## src/rtl/mem_ctrl_pkg.sv

```systemverilog
// Shared types and constants for the byte-wide memory controller.
package mem_ctrl_pkg;

  localparam int unsigned XLEN   = 32;
  localparam int unsigned BYTE_W = 8;

  localparam logic [1:0] LEN_B      = 2'd0;
  localparam logic [1:0] LEN_H      = 2'd1;
  localparam logic [1:0] LEN_W      = 2'd2;
  localparam logic [1:0] IO_ADDR_HI = 2'b11;

  typedef enum logic [2:0] {
    ST_IDLE,
    ST_IFETCH,
    ST_LOAD,
    ST_STORE,
    ST_DONE
  } state_t;

  typedef enum logic [1:0] {
    KIND_FETCH,
    KIND_LOAD,
    KIND_STORE
  } kind_t;

  // Request latched at acceptance; the RAM port then runs from this copy.
  typedef struct packed {
    logic [XLEN-1:0] addr;
    logic [XLEN-1:0] data;
    logic [1:0]      len;
    logic            sign;
    kind_t           kind;
  } req_t;

  // Index of the final byte for a length code.
  function automatic logic [1:0] last_idx(input logic [1:0] len);
    case (len)
      LEN_B:   last_idx = 2'd0;
      LEN_H:   last_idx = 2'd1;
      default: last_idx = 2'd3;
    endcase
  endfunction

  function automatic logic is_io(input logic [XLEN-1:0] addr);
    is_io = (addr[17:16] == IO_ADDR_HI);
  endfunction

endpackage

```

## src/rtl/mem_ctrl_extend.sv

```systemverilog
// Zero/sign extension of an assembled little-endian load value.
module mem_ctrl_extend
  import mem_ctrl_pkg::*;
(
  input  logic [XLEN-1:0] raw,
  input  logic [1:0]      len,
  input  logic            sign,
  output logic [XLEN-1:0] result_c
);

  always_comb begin
    result_c = raw;
    case (len)
      LEN_B:   result_c = {{(XLEN-8){sign & raw[7]}}, raw[7:0]};
      LEN_H:   result_c = {{(XLEN-16){sign & raw[15]}}, raw[15:0]};
      default: result_c = raw;
    endcase
  end

endmodule

```

## src/rtl/mem_ctrl.sv

```systemverilog
// Byte-wide RAM/IO controller serving instruction fetches and LSB loads/stores.
// Optional MEM_CTRL_IFETCH_SHORT_EN: stop a fetch after two bytes for compressed instructions.
module mem_ctrl
  import mem_ctrl_pkg::*;
(
  input  logic                clk,
  input  logic                rst,
  input  logic                rdy,
  input  logic                flush,
  input  logic                stall,
  input  logic                fet_mem_enable,
  input  logic [XLEN-1:0]     fet_pc,
  input  logic                lsb_mem_enable,
  input  logic                lsb_mem_wr,
  input  logic [1:0]          lsb_mem_len,
  input  logic                lsb_mem_signed,
  input  logic [XLEN-1:0]     lsb_mem_addr,
  input  logic [XLEN-1:0]     lsb_mem_data,
  input  logic                io_buffer_full,
  input  logic [BYTE_W-1:0]   mem_din,
  output logic [BYTE_W-1:0]   mem_dout,
  output logic [XLEN-1:0]     mem_a,
  output logic                mem_wr,
  output logic                mem_busy,
  output logic                mem_inst_ready,
  output logic [XLEN-1:0]     mem_inst,
  output logic [XLEN-1:0]     mem_inst_addr,
  output logic                mem_data_ready,
  output logic [XLEN-1:0]     mem_data
);

  state_t          state, state_nx;
  req_t            req;
  logic [1:0]      last;
  logic [1:0]      iss_idx, iss_nx;
  logic [1:0]      cap_idx;
  logic [1:0]      st_idx, st_nx;
  logic            iss_v, cap_v, wr_q;
  logic            accept, rd_done, st_done, st_hold;
  logic [XLEN-1:0] asm_q, asm_c, ext_c;

  assign accept  = (state == ST_IDLE) && !flush && (lsb_mem_enable || fet_mem_enable);
  assign rd_done = cap_v && (cap_idx == last);
  assign st_done = wr_q && (st_idx == last);
  assign st_hold = is_io(req.addr) && io_buffer_full;
  assign iss_nx  = iss_idx + 2'd1;
  assign st_nx   = st_idx + 2'd1;

  // Word being assembled including the byte arriving this cycle.
  always_comb begin
    asm_c = asm_q;
    asm_c[{cap_idx, 3'b000} +: 8] = mem_din;
  end

  mem_ctrl_extend u_extend (
    .raw      (asm_c),
    .len      (req.len),
    .sign     (req.sign),
    .result_c (ext_c)
  );

  always_ff @(posedge clk) begin
    if (rst) state <= ST_IDLE;
    else     state <= state_nx;
  end

  always_comb begin
    state_nx = state;
    if (rdy) begin
      case (state)
        ST_IDLE: begin
          if (accept)
            state_nx = lsb_mem_enable ? (lsb_mem_wr ? ST_STORE : ST_LOAD) : ST_IFETCH;
        end
        ST_IFETCH, ST_LOAD: begin
          if (flush)        state_nx = ST_IDLE;
          else if (rd_done) state_nx = ST_DONE;
        end
        ST_STORE: begin
          if (st_done) state_nx = ST_DONE;
        end
        ST_DONE: begin
          // A finished store still reports through a flush; reads are dropped.
          if (!stall || (flush && req.kind != KIND_STORE)) state_nx = ST_IDLE;
        end
        default: state_nx = ST_IDLE;
      endcase
    end
  end

  always_comb begin
    mem_busy       = 1'b0;
    mem_wr         = 1'b0;
    mem_inst_ready = 1'b0;
    mem_data_ready = 1'b0;
    mem_busy       = (state != ST_IDLE);
    mem_wr         = wr_q && rdy;
    if (state == ST_DONE && rdy && !stall) begin
      case (req.kind)
        KIND_FETCH: mem_inst_ready = !flush;
        KIND_LOAD:  mem_data_ready = !flush;
        default:    mem_data_ready = 1'b1;
      endcase
    end
  end

  // Address/byte sequencing and result capture.
  always_ff @(posedge clk) begin
    if (rst) begin
      req           <= '0;
      last          <= '0;
      iss_idx       <= '0;
      cap_idx       <= '0;
      st_idx        <= '0;
      iss_v         <= 1'b0;
      cap_v         <= 1'b0;
      wr_q          <= 1'b0;
      asm_q         <= '0;
      mem_a         <= '0;
      mem_dout      <= '0;
      mem_inst      <= '0;
      mem_inst_addr <= '0;
      mem_data      <= '0;
    end else if (!rdy) begin
      // RAM read pipeline restarts: re-address the byte that was in flight.
      if ((state == ST_IFETCH || state == ST_LOAD) && cap_v) begin
        iss_idx <= cap_idx;
        iss_v   <= 1'b1;
        cap_v   <= 1'b0;
        mem_a   <= req.addr + XLEN'(cap_idx);
      end
    end else begin
      case (state)
        ST_IDLE: begin
          if (accept) begin
            asm_q   <= '0;
            iss_idx <= '0;
            cap_v   <= 1'b0;
            st_idx  <= '0;
            if (lsb_mem_enable) begin
              req.addr <= lsb_mem_addr;
              req.data <= lsb_mem_data;
              req.len  <= lsb_mem_len;
              req.sign <= lsb_mem_signed;
              req.kind <= lsb_mem_wr ? KIND_STORE : KIND_LOAD;
              last     <= last_idx(lsb_mem_len);
              mem_a    <= lsb_mem_addr;
              mem_dout <= lsb_mem_data[7:0];
              iss_v    <= !lsb_mem_wr;
              wr_q     <= lsb_mem_wr && !(is_io(lsb_mem_addr) && io_buffer_full);
            end else begin
              req.addr <= fet_pc;
              req.data <= '0;
              req.len  <= LEN_W;
              req.sign <= 1'b0;
              req.kind <= KIND_FETCH;
              last     <= 2'd3;
              mem_a    <= fet_pc;
              iss_v    <= 1'b1;
              wr_q     <= 1'b0;
            end
          end
        end
        ST_IFETCH, ST_LOAD: begin
          if (flush || rd_done) begin
            iss_v <= 1'b0;
            cap_v <= 1'b0;
            if (!flush) begin
              if (req.kind == KIND_FETCH) begin
                mem_inst      <= asm_c;
                mem_inst_addr <= req.addr;
              end else begin
                mem_data <= ext_c;
              end
            end
          end else begin
            if (cap_v) asm_q <= asm_c;
            cap_v   <= iss_v;
            cap_idx <= iss_idx;
            if (iss_v && iss_idx != last) begin
              iss_idx <= iss_nx;
              mem_a   <= req.addr + XLEN'(iss_nx);
            end else begin
              iss_v <= 1'b0;
            end
`ifdef MEM_CTRL_IFETCH_SHORT_EN
            // Compressed encoding: only two bytes belong to this instruction.
            if (state == ST_IFETCH && cap_v && cap_idx == 2'd0 && mem_din[1:0] != 2'b11)
              last <= 2'd1;
`endif
          end
        end
        ST_STORE: begin
          if (wr_q) begin
            if (st_idx == last) begin
              wr_q <= 1'b0;
            end else begin
              st_idx   <= st_nx;
              mem_a    <= req.addr + XLEN'(st_nx);
              mem_dout <= req.data[{st_nx, 3'b000} +: 8];
              wr_q     <= !st_hold;
            end
          end else begin
            wr_q <= !st_hold;
          end
        end
        default: ;
      endcase
    end
  end

endmodule
```

## config.mk

```make
export PLATFORM = sky130hd
export DESIGN_NAME = mem_ctrl
export DESIGN_NICKNAME = d
export VERILOG_FILES = /design/src/rtl/mem_ctrl_pkg.sv /design/src/rtl/mem_ctrl_extend.sv /design/src/rtl/mem_ctrl.sv
export SDC_FILE = /design/constraint.sdc
export NUM_CORES = 1
export LEC_CHECK = 0
export CORE_MARGIN = 10
export CORE_UTILIZATION = 47
export CTS_CLUSTER_DIAMETER = 80
export DETAILED_ROUTE_END_ITERATION = 6
export PLACE_DENSITY = 0.77
export REMOVE_ABC_BUFFERS = 1
export SLEW_MARGIN = 15
export SYNTH_ARGS = -nofsm -noshare
export SYNTH_HDL_FRONTEND = slang
export SYNTH_HIERARCHICAL = 1
export SYNTH_SLANG_ARGS = --single-unit
```

## constraint.sdc

```tcl
create_clock -name clk -period 2.6 [get_ports clk]
set_input_delay 0.39 -clock clk [delete_from_list [all_inputs] [get_ports clk]]
set_output_delay 0.39 -clock clk [all_outputs]
set_load 0.01 [all_outputs]
```

======== Word level (Yosys, flattened, before mapping) ========
Index checks and enable logic that the tools add are counted.
storage, ports and cells
  bits in registers ....................... 251
  latch bits .............................. 0
  memory bits (writable) .................. 0
  ROM bits ................................ 0
  input port bits ......................... 116
  output and inout bits ................... 140
  word-level logic and storage cells ...... 169
  memories ................................ 0
cells by class
  add/sub/neg operators ................... 6
  $mul .................................... 0
  divide/modulo/power cells ............... 0
  $lt $le $gt $ge ......................... 0
  equal/unequal tests ..................... 30
  shift operators ......................... 3
  muxes and demuxes ....................... 62
  bitwise operators ....................... 5
  reductions and logical operators ........ 44
operators by type and width
  cell                                                   number
  2-to-1 mux 32 bit                                      11
  one-hot mux 32 bit (2 select lines)                    2
  adder 32 x 2 -> 32 bit                                 3
  one-hot mux 32 bit (3 select lines)                    1
  2-to-1 mux 69 bit                                      1
  bitwise mux 32 bit                                     1
  2-to-1 mux 8 bit                                       4
  variable shift 8 x 7 -> 32 bit (first input constant)  1
  variable part select 32 x 6 -> 8 bit                   1
  variable part select 8 x 7 -> 32 bit                   1
  AND reduction 5 bit                                    6
  2-to-1 mux 2 bit                                       10
  2-to-1 mux 1 bit                                       18
  != test 2 bit (second input constant)                  9
  != test 3 bit (second input constant)                  6
  one-hot mux 8 bit (2 select lines)                     1
  2-to-1 mux 3 bit                                       5
  logical AND 1 bit                                      13
  one-hot mux 2 bit (2 select lines)                     3
  one-hot mux 3 bit (4 select lines)                     1
  AND reduction 3 bit                                    4
  one-hot mux 1 bit (2 select lines)                     4
  negation 5 -> 7 bit                                    1
  AND reduction 7 bit                                    1
  other kinds (22)                                       42

======== Logic depth before layout (Yosys ltp) ========
Gate-level depths: netlist of the first run.
  word-level depth ........................ 7
  mapped depth ............................ 13
  gate-level depth less buffers ........... 10

======== By module ========
The synthesis of the first run kept the hierarchy.
by module, submodules not included
  module           instances  cells each  area an instance (µm²)  seq. area each (µm²)
  mem_ctrl         1          1571        12340.6                 5024.8
  mem_ctrl_extend  1          66          385.4                   0.0

======== Worst setup path before layout of the first run ========
No wires, ideal clock.
  path type ............................... register to register
  start ................................... register state[2]
  end ..................................... register mem_a[24]
  library setup time ...................... 0.123 ns
  data arrival time ....................... 2.726 ns
  data required time ...................... 2.477 ns
  setup slack ............................. -0.249 ns
  stages on the path, launching flop included .. 13
  buffers on the path ..................... 3
  period minus slack after synthesis ...... 2.849 ns
  path through ............................ dfxtp_1 -> buf_2 -> nand3b_1 -> clkbuf_1 -> mux2i_1 -> ha_1 -> fa_1 -> buf_2 -> nand2_1 -> o32a_1 -> or4_1 -> o21ai_1 -> o41ai_2
between the ends
  longest elaborated chain between the ends .. 5
  elaborated cells between the ends (all ways) .. 19
  those cells by class .................... eq/ne: 9; mux: 2; reduce/logical: 8
RTL lines
  element                                                                      RTL line         text
  from (decl)                                                                  mem_ctrl.sv:32   state_t state, state_nx;
  from (signal assigned)                                                       mem_ctrl.sv:64   else state <= state_nx;
  parallel branches: the longest is 5 deep, another holds AND reduction 7 bit  n/a
  to (signal assigned)                                                         mem_ctrl.sv:130  mem_a <= req.addr + XLEN'(cap_idx);
  to (signal assigned)                                                         mem_ctrl.sv:147  mem_a <= lsb_mem_addr;
  to (signal assigned)                                                         mem_ctrl.sv:158  mem_a <= fet_pc;
  to (decl)                                                                    mem_ctrl.sv:22   output logic [XLEN-1:0] mem_a,
Several ways; the timed one is not identified.
A chain may end at the register's enable or synchronous reset.

======== Worst setup path after layout of the first run ========
  start ................................... register state[2]
  end ..................................... register mem_a[25]
The elaborated chain is that of the path after synthesis.

==> flow_summary_export.csv, run 1 <==
group,metric,value,unit
setup_path,required,3.06,ns
global_route,grt_max_degree,150,
clocking,clkLatencyLatePin,0.56,ns
synth,syn_area_per_cell,7.77,µm²
clocking,root_buffer,"clkbuf_16",
synth,async_flop_share,0,%
final_layout,fillers,2356,
sta,max_freq,398,MHz
power,power_leakage,5.99,nW
sta,setup_viol,0,
min_path,holdPathStages,3,
setup_path,crit_arrival,2.97,ns
floorplan,coreArea,0.0268,mm²
global_route,grt-ovfl-total,0,
floorplan,num_rows,60,
synth,synth-edff-count,0,
setup_path,cp-start-kind,"flip-flop",
sta,fin_crit,2.51,ns
routing,remaining_drc_errors,0,
routing,drtIter0Drc,1347,
routing,routed_wl,42200,µm
routing,via_count,12800,
power,power,9.66,mW
global_route,grt_pass1_vias,12400,
sta,skew,0.0184,ns
floorplan,initial_core_util,47.5,%
setup_path,startpoint,"state[2]$_SDFFE_PP0P_",
routing,ant_nets,0,
final_layout,antennaDiodeCount,0,
job,max-cap-violations,0,
placed_design,port_buffers,255,
sta,max-slew-margin-rel,37.0,%
final_layout,fin_nets,1976,
min_path,min_path_type,"in2reg",
clocking,holdBufCountCts,0,
sta,period_share,96.5,%
floorplan,die_width,185,µm
setup_path,rr_endpoint,"mem_a[25]$_SDFFE_PP0P_",
synth,synth_top_cell_by_area,"dfxtp_1",
synth,synthDistinctLibCells,83,
synth,yosysMostFrequentCell,"nand2_1",
outcome,outcome,"finished clean",
global_route,grt_pass1_wl,66200,µm
final_layout,drive_gt1_share,9.32,%
setup_path,worst-setup-path-type,"reg2reg",
synth,yosys-top-cells-count,"nand2_1, dfxtp_1, a21oi_1",
power,irDropWorstVdd,0.380,mV
sta,hold_violations,0,
clocking,cts_buffers,28,
setup_path,rr_startpoint,"state[2]$_SDFFE_PP0P_",
setup_path,reg2reg_slack,0.09,ns
clocking,cts_tree,"done",
setup_path,crit_path_end_kind,"flip-flop",
sta,rsz0062_at_grt,"yes",
sta,worst_slew_pin_slew,0.945,ns
routing,wl_per_cell,19.1,µm
synth,syn_inst,1637,
floorplan,die_h,185,µm
routing,drt-pass1-iter-count,6,
synth,synth.ff_latch_count,251,
sta,drv_slew,0,
global_route,antenna_found_initial,0,
final_layout,area_delta_synth_final,30.5,%
sta,worst_hold_slack,0.374,ns
setup_path,critPathMaxFanout,4,
placed_design,dpl.hpwl,30100,µm
clocking,htreeDepth,1,
power,p_per_area,581,mW/mm²
global_route,grt.total_usage,23.7,%
synth,syn_area,0.0127,mm²
clocking,clk_pin_slew,0.06,ns
placed_design,gp_congestion,0.961,
min_path,min_from,"rst",
floorplan,die_area,0.0341,mm²
synth,ys_seq_area_share,39.5,%
synth,synth_top_area_share,39.5,%
setup_path,reg2reg_depth,10,
floorplan,io_pins,256,
clocking,cts_num_sinks,251,
synth,ys_warn_count,6,
min_path,holdPathEnd,"mem_inst_addr[23]$_SDFFE_PP0P_",
synth,ys.flop_type,"dfxtp_1",
clocking,cts_buffer_depth,3,
routing,via_per_inst,5.80,
synth,synth_top_cells_by_area,"dfxtp_1, nand2_1, a21oi_1, a211oi_1, nor2_1",
## routing by layer
| metal | vias up | wire [µm] | track usage [%] |
|---|---|---|---|
| li1 | 6147 | - | - |
| met1 | 5979 | 17300 | 29.4 |
| met2 | 583 | 19700 | 39.4 |
| met3 | 102 | 3990 | 5.81 |
| met4 | 0 | 1250 | 7.57 |
| met5 | - | 0 | 0 |
## power breakdown
part | switching [mW] | internal, mW | leakage, nW
clock | 1.59 | 2.27 | 0.438
combinational | 0.917 | 0.709 | 3.52
sequential | 0.168 | 4.00 | 2.03
## metrics by stage
step           utilization, %  worst slack (ns)  instance area (µm²)  setup TNS (ns)  std cells
2_1_floorplan               -             -2.07                11900         -301.13       1479
3_3_place_gp             58.6           -0.0219                15700         -0.0219       2159
3_5_place_dp             58.6           -0.0376                15700         -0.0723       2159
4_1_cts                  61.9            0.0232                16600               0       2207
5_1_grt                  62.0           -0.0704                16600          -0.330       2208
6_report                 62.0            0.0902                16600               0       2208
## final cells by class
| class | instances | area (µm²) | share of cell area [%] |
|---|---|---|---|
| Sequential cell | 251 | 5020 | 30.3 |
| Inverter | 47 | 176 | 1.06 |
| Clock inverter | 5 | 61.3 | 0.369 |
| Timing Repair Buffer | 340 | 3280 | 19.8 |
| Tap cell | 341 | 427 | 2.57 |
| Clock buffer | 43 | 827 | 4.98 |
| Multi-Input combinational cell | 1181 | 6810 | 41.0 |
## worst max-delay path by stage
stage,endpoint,depth (start not counted)
after global routing,mem_a[13]$_SDFFE_PP0P_,11
final,mem_a[25]$_SDFFE_PP0P_,10
after CTS,mem_a[10]$_SDFFE_PP0P_,9
after global placement,mem_a[30]$_SDFFE_PP0P_,8
after floorplan,last[1]$_SDFFE_PP0P_,4
after detailed placement,mem_a[30]$_SDFFE_PP0P_,8
## worst max-delay path, cell delays in order, from the launching register on
cell and delay (ns):
dfxtp_1 0.31, nand3b_1 0.24, nor2_1 0.17, a21oi_1 0.10, ha_1 0.33, a21o_1 0.20
nand4_1 0.14, or3_1 0.35, o32ai_1 0.25, a31oi_1 0.07, a311oi_1 0.26
## kinds of logic after synthesis
kind of cell    after synthesis  synth area share [%]
compound gates              427                  20.4
xor+xnor                     33                  2.27
fa+ha+maj                    11                  1.20
buf+inv                     205                  7.49
flops                       251                  39.5
mux                          50                  4.87
simple gates                660                  24.3
## repair_timing
action,4_1_cts,5_1_grt
resized for setup,1,5
endpoints found under the setup margin,1,35
pin swaps,0,1
buffers inserted,0,1
cloned,0,0
endpoints found under the hold margin,0,0
## cell usage in the layout, fill, tap and decap left out, types with 9 or more instances in the layout
cell type / count
nand2_1: 304
dfxtp_1: 251
clkdlybuf4s50_1: 251
a21oi_1: 212
nor2_1: 120
buf_4: 78
a211oi_1: 65
o21ai_0: 54
nand3_1: 53
nand4_1: 47
inv_1: 45
mux2i_1: 36
nor2b_1: 35
clkbuf_16: 28
nor3_1: 26
xor2_1: 24
a311oi_1: 14
or3_1: 14
nor4_1: 12
o21ai_1: 10
xnor2_1: 9
o22ai_1: 9
ha_1: 9
## sequential cells by signal, summed over array words and instances (netlist names)
signal and flops:
req 69, asm_q 32, mem_a 32, mem_data 32, mem_inst 32, mem_inst_addr 32
mem_dout 8, state 3, cap_idx 2, iss_idx 2, last 2, st_idx 2
cap_v 1, iss_v 1, wr_q 1
No activity file was read; power rests on OpenSTA's default activity.
==> run 2: changes to the inputs <==
--- a/config.mk
+++ b/config.mk
@@ -11,6 +11,7 @@
 export DETAILED_ROUTE_END_ITERATION = 6
 export PLACE_DENSITY = 0.77
 export REMOVE_ABC_BUFFERS = 1
+export SETUP_SLACK_MARGIN = 0.1
 export SLEW_MARGIN = 15
 export SYNTH_ARGS = -nofsm -noshare
 export SYNTH_HDL_FRONTEND = slang
==> flow_summary_export.csv, run 2 (synthesis gave the netlist of run 1 again) <==
group,metric,value,unit
outcome,outcome,"finished clean",
final_layout,fin_nets,1982,
floorplan,io_pins,256,
clocking,cts_buffers,28,
floorplan,die_h,185,µm
power,irDropWorstVdd,0.385,mV
routing,via_per_inst,5.80,
sta,skew,0.0164,ns
final_layout,regMostFlops,"req",
setup_path,required,3.07,ns
setup_path,critPathMaxFanout,4,
placed_design,dpl_cell_area,0.0157,mm²
floorplan,die_width,185,µm
sta,worst_slew_pin_slew,0.920,ns
floorplan,coreArea,0.0268,mm²
placed_design,gp_congestion,0.961,
setup_path,crit_path_end_kind,"flip-flop",
sta,setup_viol,0,
global_route,grt_max_degree,150,
clocking,cts_tree,"done",
final_layout,largest_reg_flops,69,
clocking,cts_num_sinks,251,
min_path,min_path_type,"in2reg",
global_route,antenna_found_initial,0,
setup_path,reg2reg_depth,11,
global_route,grt-ovfl-total,0,
final_layout,final_area,0.0167,mm²
setup_path,reg2reg_slack,0.14,ns
clocking,root_buffer,"clkbuf_16",
final_layout,area_delta_synth_final,31.5,%
clocking,cts_buffer_depth,3,
routing,via_count,12900,
sta,rsz0062_at_grt,"yes",
power,power_leakage,6.03,nW
power,power,9.68,mW
sta,max-slew-margin-rel,38.7,%
min_path,min_from,"rst",
sta,drv_slew,0,
placed_design,dpl.hpwl,30100,µm
routing,drt-pass1-iter-count,6,
setup_path,crit_arrival,2.94,ns
global_route,grt_pass1_vias,12400,
placed_design,place_ws,-0.0376,ns
clocking,clkLatencyLatePin,0.56,ns
routing,ant_nets,0,
routing,routed_wl,42400,µm
sta,max_freq,406,MHz
routing,wl_per_cell,19.1,µm
min_path,holdPathStages,3,
final_layout,fillers,2336,
final_layout,finalNonFillerCells,2214,
setup_path,crit_end,"mem_a[7]$_SDFFE_PP0P_",
final_layout,layout_common_cells,"nand2_1, clkdlybuf4s50_1, dfxtp_1",
final_layout,drive_gt1_share,10.6,%
sta,final.setup.worst_slack,0.136,ns
setup_path,worst-setup-path-type,"reg2reg",
clocking,clk_pin_slew,0.06,ns
floorplan,initial_core_util,47.5,%
final_layout,antennaDiodeCount,0,
job,max-cap-violations,0,
setup_path,startpoint,"state[2]$_SDFFE_PP0P_",
placed_design,dp.cells,2159,
routing,remaining_drc_errors,0,
setup_path,cp-start-kind,"flip-flop",
routing,drtIter0Drc,1286,
global_route,grt_pass1_wl,66200,µm
sta,setup_tns,0,ns
setup_path,rr_endpoint,"mem_a[7]$_SDFFE_PP0P_",
sta,hold_violations,0,
floorplan,num_rows,60,
placed_design,port_buffers,255,
global_route,grt.total_usage,23.7,%
floorplan,die_area,0.0341,mm²
sta,period_share,94.8,%
power,p_per_area,578,mW/mm²
clocking,htreeDepth,1,
final_layout,final_common_cell,"nand2_1",
sta,fin_crit,2.46,ns
setup_path,rr_startpoint,"state[2]$_SDFFE_PP0P_",
-- run 2: cell type report --
cell class	instances	area (µm²)	area share (%)
Clock inverter	5	61.3	0.366
Sequential cell	251	5030	30.0
Tap cell	341	427	2.55
Clock buffer	43	827	4.94
Timing Repair Buffer	346	3330	19.9
Multi-Input combinational cell	1181	6890	41.2
Inverter	47	176	1.05
-- run 2: per-stage QoR --
| stage | hold slack, ns | util (%) |
|---|---|---|
| global route | 0.394 | 62.5 |
| detailed placement | 0.438 | 58.6 |
| floorplan | 0.421 | - |
| global placement | 0.433 | 58.6 |
| CTS | 0.364 | 61.9 |
| finish | 0.373 | 62.5 |
-- run 2: worst min path at each step --
stage / to / slack [ns]
after floorplan: asm_q[0]$_SDFFE_PP0P_ / 0.42
after CTS: cap_v$_SDFFE_PP0P_ / 0.36
final: mem_inst_addr[23]$_SDFFE_PP0P_ / 0.37
after detailed placement: asm_q[13]$_SDFFE_PP0P_ / 0.44
after global routing: cap_v$_SDFFE_PP0P_ / 0.39
after global placement: asm_q[24]$_SDFFE_PP0P_ / 0.43
-- run 2: timing repair --
| item | CTS | global route |
|---|---|---|
| setup buffers | 0 | 7 |
| resized for setup | 3 | 25 |
| endpoints found under the setup margin | 5 | 121 |
| cloned | 0 | 0 |
| hold buffers | 0 | 0 |
| pin swaps | 0 | 8 |
| hold endpoints to repair | 0 | 0 |
-- run 2: critical path, cell delays in order, from the launching register on --
cell	delay, ns
dfxtp_2	0.32
nand3b_1	0.24
buf_4	0.20
a21oi_4	0.15
ha_1	0.27
a21oi_1	0.28
buf_4	0.18
nor3_1	0.06
xor2_1	0.14
o21ai_0	0.10
a211o_1	0.30
a21oi_1	0.13
-- run 2: metal layers --
metal	vias up	GRT usage, %	share of wire, %
met5	-	0	0
met2	577	39.4	47
met3	96	5.79	9.2
li1	6153	-	-
met4	0	7.47	2.9
met1	6026	29.4	41
-- run 2: report_power, final --
group	switching (mW)	leakage (nW)	internal, mW
clock network	1.59	0.438	2.27
registers	0.171	2.03	4.00
logic	0.926	3.56	0.724
total	2.69	6.03	6.99
